--- src/rtl/wb_ctrl.sv ---
// Writeback-stage controller.
// Registers the writeback mux select, register-file write address and write
// enable. Non-load instructions write one cycle after entry. Loads park the
// FSM in LOAD_WAIT, stalling the pipeline, until the data-memory response
// arrives or the wait counter hits the timeout.
//
// state     | meaning
// ----------+---------------------------------------------------------------
// IDLE      | accepting instructions; non-loads write on the next edge
// LOAD_WAIT | load issued, waiting for load_valid_in; pipeline is stalled
module wb_ctrl #(
  parameter int LOAD_TIMEOUT = 15
) (
  input  logic       clk_in,
  input  logic       rst_in,
  input  logic       instr_valid_in,
  input  logic [4:0] rd_addr_in,
  input  logic [2:0] wb_sel_in,
  input  logic       rf_wr_req_in,
  input  logic       is_load_in,
  input  logic       load_valid_in,
  input  logic       flush_in,
  output logic [2:0] wb_mux_sel_reg_out,
  output logic [4:0] rd_addr_reg_out,
  output logic       rf_wr_en_out,
  output logic       stall_out,
  output logic       illegal_sel_out,
  output logic       load_timeout_out
);

  typedef enum logic [0:0] {
    IDLE      = 1'b0,
    LOAD_WAIT = 1'b1
  } state_t;

  localparam logic [2:0] SEL_ALU    = 3'b000;
  localparam logic [2:0] SEL_LOAD   = 3'b001;
  localparam logic [2:0] SEL_IMM    = 3'b010;
  localparam logic [2:0] SEL_IADDER = 3'b011;
  localparam logic [2:0] SEL_PC4    = 3'b101;

  // The counter starts at 0 on load entry; matching LOAD_TIMEOUT-1 on a
  // non-response cycle means that cycle was the LOAD_TIMEOUT-th wait cycle.
  localparam logic [3:0] CNT_LAST = 4'(LOAD_TIMEOUT - 1);

  state_t     state, state_nxt;
  logic [3:0] cnt, cnt_nxt;
  logic [4:0] ld_rd, ld_rd_nxt;
  logic [2:0] sel_nxt;
  logic [4:0] rd_nxt;
  logic       wr_en_nxt;
  logic       illegal_nxt;
  logic       timeout_nxt;
  logic       sel_legal;

  // Decode which writeback source codes the mux actually supports.
  always_comb begin
    sel_legal = 1'b0;
    case (wb_sel_in)
      SEL_ALU, SEL_LOAD, SEL_IMM, SEL_IADDER, SEL_PC4: sel_legal = 1'b1;
      default:                                         sel_legal = 1'b0;
    endcase
  end

  // Stall only while genuinely waiting; a response or a flush releases the
  // pipeline in the same cycle, and reset forces it low.
  assign stall_out = !rst_in && (state == LOAD_WAIT) && !load_valid_in && !flush_in;

  // Next-state and next-output logic; flush dominates everything but reset.
  always_comb begin
    state_nxt   = state;
    cnt_nxt     = cnt;
    ld_rd_nxt   = ld_rd;
    sel_nxt     = wb_mux_sel_reg_out;
    rd_nxt      = rd_addr_reg_out;
    wr_en_nxt   = 1'b0;
    illegal_nxt = 1'b0;
    timeout_nxt = 1'b0;

    if (flush_in) begin
      state_nxt = IDLE;
      cnt_nxt   = 4'd0;
    end else begin
      case (state)
        IDLE: begin
          if (instr_valid_in) begin
            if (is_load_in) begin
              ld_rd_nxt = rd_addr_in;
              cnt_nxt   = 4'd0;
              state_nxt = LOAD_WAIT;
            end else if (sel_legal) begin
              sel_nxt   = wb_sel_in;
              rd_nxt    = rd_addr_in;
              wr_en_nxt = rf_wr_req_in && (rd_addr_in != 5'd0);
            end else begin
              sel_nxt     = SEL_ALU;
              rd_nxt      = rd_addr_in;
              illegal_nxt = 1'b1;
            end
          end
        end
        LOAD_WAIT: begin
          if (load_valid_in) begin
            sel_nxt   = SEL_LOAD;
            rd_nxt    = ld_rd;
            wr_en_nxt = (ld_rd != 5'd0);
            cnt_nxt   = 4'd0;
            state_nxt = IDLE;
          end else if (cnt == CNT_LAST) begin
            timeout_nxt = 1'b1;
            cnt_nxt     = 4'd0;
            state_nxt   = IDLE;
          end else begin
            cnt_nxt = cnt + 4'd1;
          end
        end
        default: begin
          state_nxt = IDLE;
          cnt_nxt   = 4'd0;
        end
      endcase
    end
  end

  // State, counter and registered outputs; reset wins over flush and response.
  always_ff @(posedge clk_in) begin
    if (rst_in) begin
      state              <= IDLE;
      cnt                <= 4'd0;
      ld_rd              <= 5'd0;
      wb_mux_sel_reg_out <= SEL_ALU;
      rd_addr_reg_out    <= 5'd0;
      rf_wr_en_out       <= 1'b0;
      illegal_sel_out    <= 1'b0;
      load_timeout_out   <= 1'b0;
    end else begin
      state              <= state_nxt;
      cnt                <= cnt_nxt;
      ld_rd              <= ld_rd_nxt;
      wb_mux_sel_reg_out <= sel_nxt;
      rd_addr_reg_out    <= rd_nxt;
      rf_wr_en_out       <= wr_en_nxt;
      illegal_sel_out    <= illegal_nxt;
      load_timeout_out   <= timeout_nxt;
    end
  end

endmodule

--- config.mk ---
export PLATFORM = sky130hd
export DESIGN_NAME = wb_ctrl
export DESIGN_NICKNAME = d
export VERILOG_FILES = /design/src/rtl/wb_ctrl.sv
export SDC_FILE = /design/constraint.sdc
export NUM_CORES = 1
export LEC_CHECK = 0
export CORE_MARGIN = 2
export CORE_UTILIZATION = 44
export CTS_BUF_LIST = sky130_fd_sc_hd__clkbuf_8
export CTS_CLUSTER_DIAMETER = 50
export DETAILED_ROUTE_END_ITERATION = 8
export HOLD_SLACK_MARGIN = 0.15
export PLACE_DENSITY = 0.75
export REMOVE_ABC_BUFFERS = 1
export SLEW_MARGIN = 20
export SYNTH_ARGS = -nofsm -noshare
export SYNTH_HDL_FRONTEND = slang
export SYNTH_SLANG_ARGS = --single-unit
--- constraint.sdc ---
create_clock -name clk_in -period 4.19 [get_ports clk_in]
set_input_delay 0.419 -clock clk_in [delete_from_list [all_inputs] [get_ports clk_in]]
set_output_delay 0.419 -clock clk_in [all_outputs]
set_load 0.01 [all_outputs]
Word level (Yosys, flattened, before mapping)
Index checks and enable logic that the tools add are counted. Widths: inputs -> output; s select.

Register bits: 21. Input bits: 15. Output and inout bits: 12. Word-level logic and storage cells: 65.

Add/sub/neg operators: 1. Equal/unequal tests: 9. Mux-type cells: 27. Bitwise operators: 3. Reductions and logical operators: 17.

Operator list (count): $mux 4 (4); $mux 5 (3); $mux 3 (4); $mux 1 (11); $pmux 5 s2 (1); $reduce_bool 5->1 (2); $reduce_or 5->1 (2); $ne 2x2->1 const B (4); $pmux 4 s2 (1); $reduce_and 4->1 (2); $eq 3x2->1 const B (2); $pmux 3 s2 (1); $add 4x1->4 const B (1); $eq 4x4->1 const B (1); $logic_and 1x1->1 (4); $pmux 1 s2 (2); $reduce_or 4->1 (1); $eq 3x1->1 const B (1); $eq 3x3->1 const B (1); $logic_not 1->1 (3); $logic_not 3->1 (1); $not 1->1 (3); $reduce_and 2->1 (1); $reduce_or 2->1 (1).

Longest topological paths before layout
Gate-level depths: netlist of run 1.

Word-level depth: 7. Depth in mapped cells: 6. Depth with buffers taken out: 6.

Least setup slack after synthesis of run 1
OpenSTA, ideal clock, no wires.

Kind: input -> output. Start: in flush_in. End: out stall_out. Arrival time: 1064 ps. Required time: 3771 ps. Path slack: 2707 ps. Stages: 3. Path buffers: 1. Path through: or2_2 -> clkbuf_1 -> nor2_1.

Longest elaborated chain between the ends: 2.

Ends and longest elaborated chain: start: declaration (line 22) `input logic flush_in,`; $logic_not 1->1 (line 67) `assign stall_out = !rst_in && (state == LOAD_WAIT) && !load_valid_in && !flush_in;`; $logic_and 1x1->1 (line 67); end: declaration (line 26) `output logic stall_out,`.

No other way between the ends.

Worst setup path in the final report of run 1
Start: in rst_in. End: out stall_out.

Longest elaborated chain between the ends: 4.

Ends and longest elaborated chain: start: declaration (line 15) `input logic rst_in,`; $logic_not 1->1 (line 67); $logic_and 1x1->1 (3 in series) (line 67).

No other way between the ends.

==> run summary, run 1 <==
Yosys top cell by area: dfxtp_1
Core Rows: 17
Max-slew headroom: 61.4%
Leak: 0.454 nW
Placed Area: 0.00124 mm2
peak fanout along the critical path: 14
Die H: 51.0 um
vias in the first global route: 749
grt ovf: 0
CTS root buf: clkbuf_8
Unique masters post-synth: 29
post-route setup TNS: 0 ns
initial antenna violation count: 0
fin crit share: 64.7%
area of the core: 0.00215 mm2
Hold Fails Final Rpt: 0
CTS tree: yes
H-Tree Depth: 1
Post-Syn Area per Cell: 9.53 um2
share of the synthesized area in the top cell type: 43.2%
Post-Layout Inst Area: 0.00129 mm2
Clock Skew: 0.00348 ns
Area growth, synth to finish: 32.7%
worst ir drop on vdd: 0.201 mV
Setup CP Type: in2out
Initial Util: 45.3%
max cap viols: 0
Seq cells post-synth: 21
full die area: 0.00260 mm2
HPWL after detailed placement: 1440 um
Synth warnings: 0
clock power share: 32.5%
min Tclk post-route: 2.71 ns
most frequent cells in the layout: clkdlybuf4s50_1, dfxtp_1, mux2i_1
sw frac: 23.4%
Worst EP required: 3.77 ns
Die X: 51.0 um
Final Wtd Congestion: 0.744
diode count: 0
final-layout fill cell count: 192
sequential share of the synthesized area: 43.2%
Post-Route WL: 1880 um
total CTS buffers: 3
clock latency on the worst-skew pair: 0.25 ns
worst hold path type: reg2reg
DRC Markers: 0
CP arrival: 2.29 ns
max frequency: 369 MHz
DR WL/cell: 12.0 um
port buffer count: 26
pin slew with the least headroom to its limit: 0.577 ns
hold_buf cts: 0
post-CTS setup buffers: 0
Synth area leaders: dfxtp_1, mux2i_1, a211oi_2
status: completed
final setup violation count: 0
post-synthesis cell count: 102
largest net degree at the start of global routing: 15
first-pass iteration count of the detailed router: 4
Critical Path Sink Type: output pin
RSZ-0062 raised after global routing: false
vias per inst: 5.09
GRT Util Overall: 16.1%
clk slew on worst S/H paths: 0.08 ns
Nets: 146
Pint: 303 uW
IO Count: 27
PostCTS Resize Cnt: 0
DRT antenna net count: 0
DR iter-0 viols: 11
Max Root-Sink Buffers: 2
Psw: 92.5 uW
Seq pwr share: 53.1%
crit start category: input pin
Vias: 794
first-pass GRT wire length: 3180 um
share of cells above drive strength 1: 14.1%
most common cell after layout, fill and taps aside: clkdlybuf4s50_1
max-slew violation count: 0
CTS sink cnt: 21
P per Cell Area: 306 mW/mm2
logic gate share of total power: 14.3%
mapped cell area: 972 um2
-- final cells by class --
| type | instances | area, um2 | share of cell area [%] |
|---|---|---|---|
| timing repair buffer | 26 | 260 | 20.2 |
| clock inverter | 1 | 5.00 | 0.388 |
| inverter | 4 | 15.0 | 1.16 |
| tap | 28 | 35.0 | 2.72 |
| clock buffer | 3 | 41.3 | 3.20 |
| sequential | 21 | 420 | 32.6 |
| multi-input combinational | 73 | 513 | 39.8 |
-- path summary, 6_finish.rpt --
check / slack (ns) / to / from / cells past startpoint
worst max-delay path: 1.48 / stall_out / rst_in / 4
worst min-delay path: 0.48 / wb_mux_sel_reg_out[1] / wb_mux_sel_reg_out[1] / 2
worst max register to register: 2.46 / rd_addr_reg_out[1] / state / 4
worst min register to register: 0.48 / wb_mux_sel_reg_out[1] / wb_mux_sel_reg_out[1] / 2
-- per-layer routing --
layer / track usage, % / vias to the layer above / wire length (um)
li1: - / 415 / -
met1: 21.1 / 359 / 926
met2: 25.3 / 18 / 846
met3: 2.92 / 2 / 90
met4: 7.66 / 0 / 13
met5: 0 / - / 0
-- power groups by stage --
stage               registers, mW  logic, mW  clock network, mW
global route                0.211     0.0616              0.143
global placement            0.215     0.0559                  0
floorplan                   0.216     0.0245                  0
finish                      0.210     0.0566              0.129
CTS                         0.210     0.0572              0.135
detailed placement          0.215     0.0569                  0
-- cells by family (layout without fill, tap and decap cells) --
| group | Yosys count | after routing | share of synthesized area (%) |
|---|---|---|---|
| compound gates | 21 | 21 | 17.6 |
| buf+inv | 8 | 34 | 3.99 |
| flops | 21 | 21 | 43.2 |
| simple gates | 40 | 40 | 22.3 |
| mux | 10 | 10 | 10.3 |
| fa+ha+maj | 2 | 2 | 2.57 |
-- registers in the layout, indices dropped and copies added, names as in the netlist --
signal / cells
cnt: 4
illegal_sel_out: 1
ld_rd: 5
load_timeout_out: 1
rd_addr_reg_out: 5
rf_wr_en_out: 1
state: 1
wb_mux_sel_reg_out: 3
-- stage by stage --
step / util (%) / total power, mW / cells / setup WS [ns] / hold slack [ns]
6_report: 60.0 / 0.395 / 156 / 1.48 / 0.477
5_1_grt: 60.0 / 0.415 / 156 / 1.37 / 0.510
3_5_place_dp: 57.9 / 0.271 / 152 / 1.46 / 0.467
4_1_cts: 60.0 / 0.402 / 156 / 1.46 / 0.483
3_3_place_gp: 57.9 / 0.270 / 152 / 1.49 / 0.464
2_1_floorplan: - / 0.240 / 98 / 2.64 / 0.462
-- cell usage after synthesis --
library cell	n
dfxtp_1	21
mux2i_1	10
a21oi_1	9
nor2_1	9
nand2_1	6
nor2_2	6
a211oi_2	5
inv_1	4
nor3_1	4
nand2b_1	3
nand3_1	3
clkbuf_1	2
ha_1	2
nand3b_1	2
or4_1	2
a211oi_1	1
a21oi_4	1
a2bb2oi_1	1
and2_1	1
buf_2	1
buf_6	1
nand4b_1	1
nor2b_1	1
o2111ai_1	1
o211a_1	1
o21ai_0	1
o21bai_1	1
or2_2	1
or3b_4	1
-- worst max-delay path, cell delays in order --
cell and delay [ns]:
clkdlybuf4s50_1 0.70, or2_2 0.51, nor2_1 0.13, clkdlybuf4s50_1 0.54
(Power assumes the default switching activity.)
==> inputs of run 2 (changes only) <==
==> constraint.sdc (replaced) <==
create_clock -name clk_in -period 2.84 [get_ports clk_in]
set_input_delay 0.284 -clock clk_in [delete_from_list [all_inputs] [get_ports clk_in]]
set_output_delay 0.284 -clock clk_in [all_outputs]
set_load 0.01 [all_outputs]
==> run summary, run 2 (synthesized netlist as in run 1, its figures left out) <==
clock latency on the worst-skew pair: 0.26 ns (about the same)
Initial Util: 45.3% (unchanged)
share of cells above drive strength 1: 14.7% (+0.67 points)
full die area: 0.00260 mm2 (unchanged)
clk slew on worst S/H paths: 0.08 ns (about the same)
Vias: 834 (+5.0%)
Nets: 147 (+0.68%)
grt ovf: 0 (unchanged)
RSZ-0062 raised after global routing: false
crit start category: input pin
PnR Total Power: 590 uW (+49%)
Core Rows: 17 (unchanged)
min Tclk post-route: 2.19 ns
final-layout fill cell count: 192 (unchanged)
area of the core: 0.00215 mm2 (unchanged)
global routing met2 resource utilization: 30.1% (+4.8 points)
max cap viols: 0 (unchanged)
fin util: 60.4% (+0.35 points)
sw frac: 24.2% (+0.78 points)
pin slew with the least headroom to its limit: 0.467 ns (-0.110 ns)
initial antenna violation count: 0 (unchanged)
vias in the first global route: 818 (+9.2%)
Final Wtd Congestion: 0.759 (+2.0%)
PostCTS Resize Cnt: 0 (unchanged)
max-slew violation count: 0 (unchanged)
post-CTS setup buffers: 0 (unchanged)
DRC Markers: 0 (unchanged)
DR WL/cell: 13.5 um (+12%)
first-pass iteration count of the detailed router: 4 (unchanged)
Hold Fails Final Rpt: 0 (unchanged)
hold_buf cts: 0 (unchanged)
post-route setup TNS: 0 ns (unchanged)
final setup violation count: 0 (unchanged)
port buffer count: 26 (unchanged)
total CTS buffers: 3 (unchanged)
r2r startpoint: state
grt met1 use: 22.2% (+1.1 points)
largest net degree at the start of global routing: 14 (-1)
most frequent cells in the layout: clkdlybuf4s50_1, dfxtp_1, mux2i_1
P per Cell Area: 455 mW/mm2 (+49%)
DRT antenna net count: 0 (unchanged)
Leak: 0.459 nW (+1.1%)
Critical Path Start: flush_in
IO Count: 27 (unchanged)
CP arrival: 1.91 ns (-0.38 ns)
clock power share: 32.9% (+0.4 points)
grt peak-use layer: met2
H-Tree Depth: 1 (unchanged)
worst ir drop on vdd: 0.305 mV (+52%)
status: completed
Die H: 51.0 um (unchanged)
worst hold path type: reg2reg
diode count: 0 (unchanged)
HPWL after detailed placement: 1560 um (+8.5%)
Post-Route WL: 2120 um (+13%)
max frequency: 457 MHz
logic gate share of total power: 14.6% (+0.3 points)
Seq pwr share: 52.5% (-0.6 points)
fin crit share: 77.1%
Area growth, synth to finish: 33.5%
hold path start: wb_mux_sel_reg_out[1]
multi-input logic area: 513 um2 (unchanged)
Pint: 448 uW (+48%)
GRT Util Overall: 18.4% (+2.4 points)
peak fanout along the critical path: 9 (-5)
Die X: 51.0 um (unchanged)
CTS tree: yes
Setup CP Type: in2out
Worst EP required: 2.56 ns (-1.21 ns)
storage element area: 420 um2 (unchanged)
Max Root-Sink Buffers: 2 (unchanged)
DR iter-0 viols: 13 (+2)
most common cell after layout, fill and taps aside: clkdlybuf4s50_1
Regs by FF count: ld_rd (5), rd_addr_reg_out (5), cnt (4)
Critical Path Sink Type: output pin
Worst R2R Setup Slack: 1.10 ns (-1.36 ns)
Clock Skew: 0.00749 ns (+0.00401 ns)
Max-slew headroom: 68.8% (+7.4 points)
CTS sink cnt: 21 (unchanged)
first-pass GRT wire length: 3590 um (+13%)
met3 Use GR: 3.51% (+0.58 points)
CTS root buf: clkbuf_8
vias per inst: 5.31 (+4.4%)
Psw: 143 uW (+54%)
[run 2: per-layer routing]
| layer | wire length [um] | part of all wire [%] |
|---|---|---|
| met5 | 0 | 0 |
| met4 | 42 | 2.0 |
| met3 | 115 | 5.4 |
| met2 | 1030 | 48 |
| met1 | 934 | 44 |
[run 2: worst max-delay path, stage by stage]
cell and delay, ns:
clkdlybuf4s50_1 0.51, or2_2 0.43, nor2_1 0.14, clkdlybuf4s50_1 0.54
[run 2: through the flow]
| step | area (um2) | cells | setup WS, ns | hold WS [ns] |
|---|---|---|---|---|
| 6_report | 1300 | 157 | 0.650 | 0.476 |
| 5_1_grt | 1300 | 157 | 0.586 | 0.509 |
| 4_1_cts | 1300 | 157 | 0.670 | 0.478 |
| 3_5_place_dp | 1250 | 153 | 0.674 | 0.466 |
| 3_3_place_gp | 1250 | 153 | 0.690 | 0.460 |
| 2_1_floorplan | 948 | 98 | 1.29 | 0.349 |
[run 2: final cells by class]
class / count / area share [%]
clock buffer: 3 / 3.18
clock inverter: 1 / 0.386
inverter: 4 / 1.16
multi-input combinational: 73 / 39.5
sequential: 21 / 32.4
tap: 28 / 2.70
timing repair buffer: 27 / 20.6
[run 2: worst paths after layout]
path	cells after the start	to
worst max-delay path	4	stall_out
worst min-delay path	2	wb_mux_sel_reg_out[1]
worst max register to register	4	rd_addr_reg_out[1]
worst min register to register	2	wb_mux_sel_reg_out[1]
[run 2: power groups by stage]
stage	logic (mW)	registers, mW	clock network [mW]
floorplan	0.0362	0.319	0
global placement	0.0840	0.316	0
detailed placement	0.0858	0.317	0
CTS	0.0864	0.310	0.201
global route	0.0935	0.311	0.214
finish	0.0861	0.310	0.194
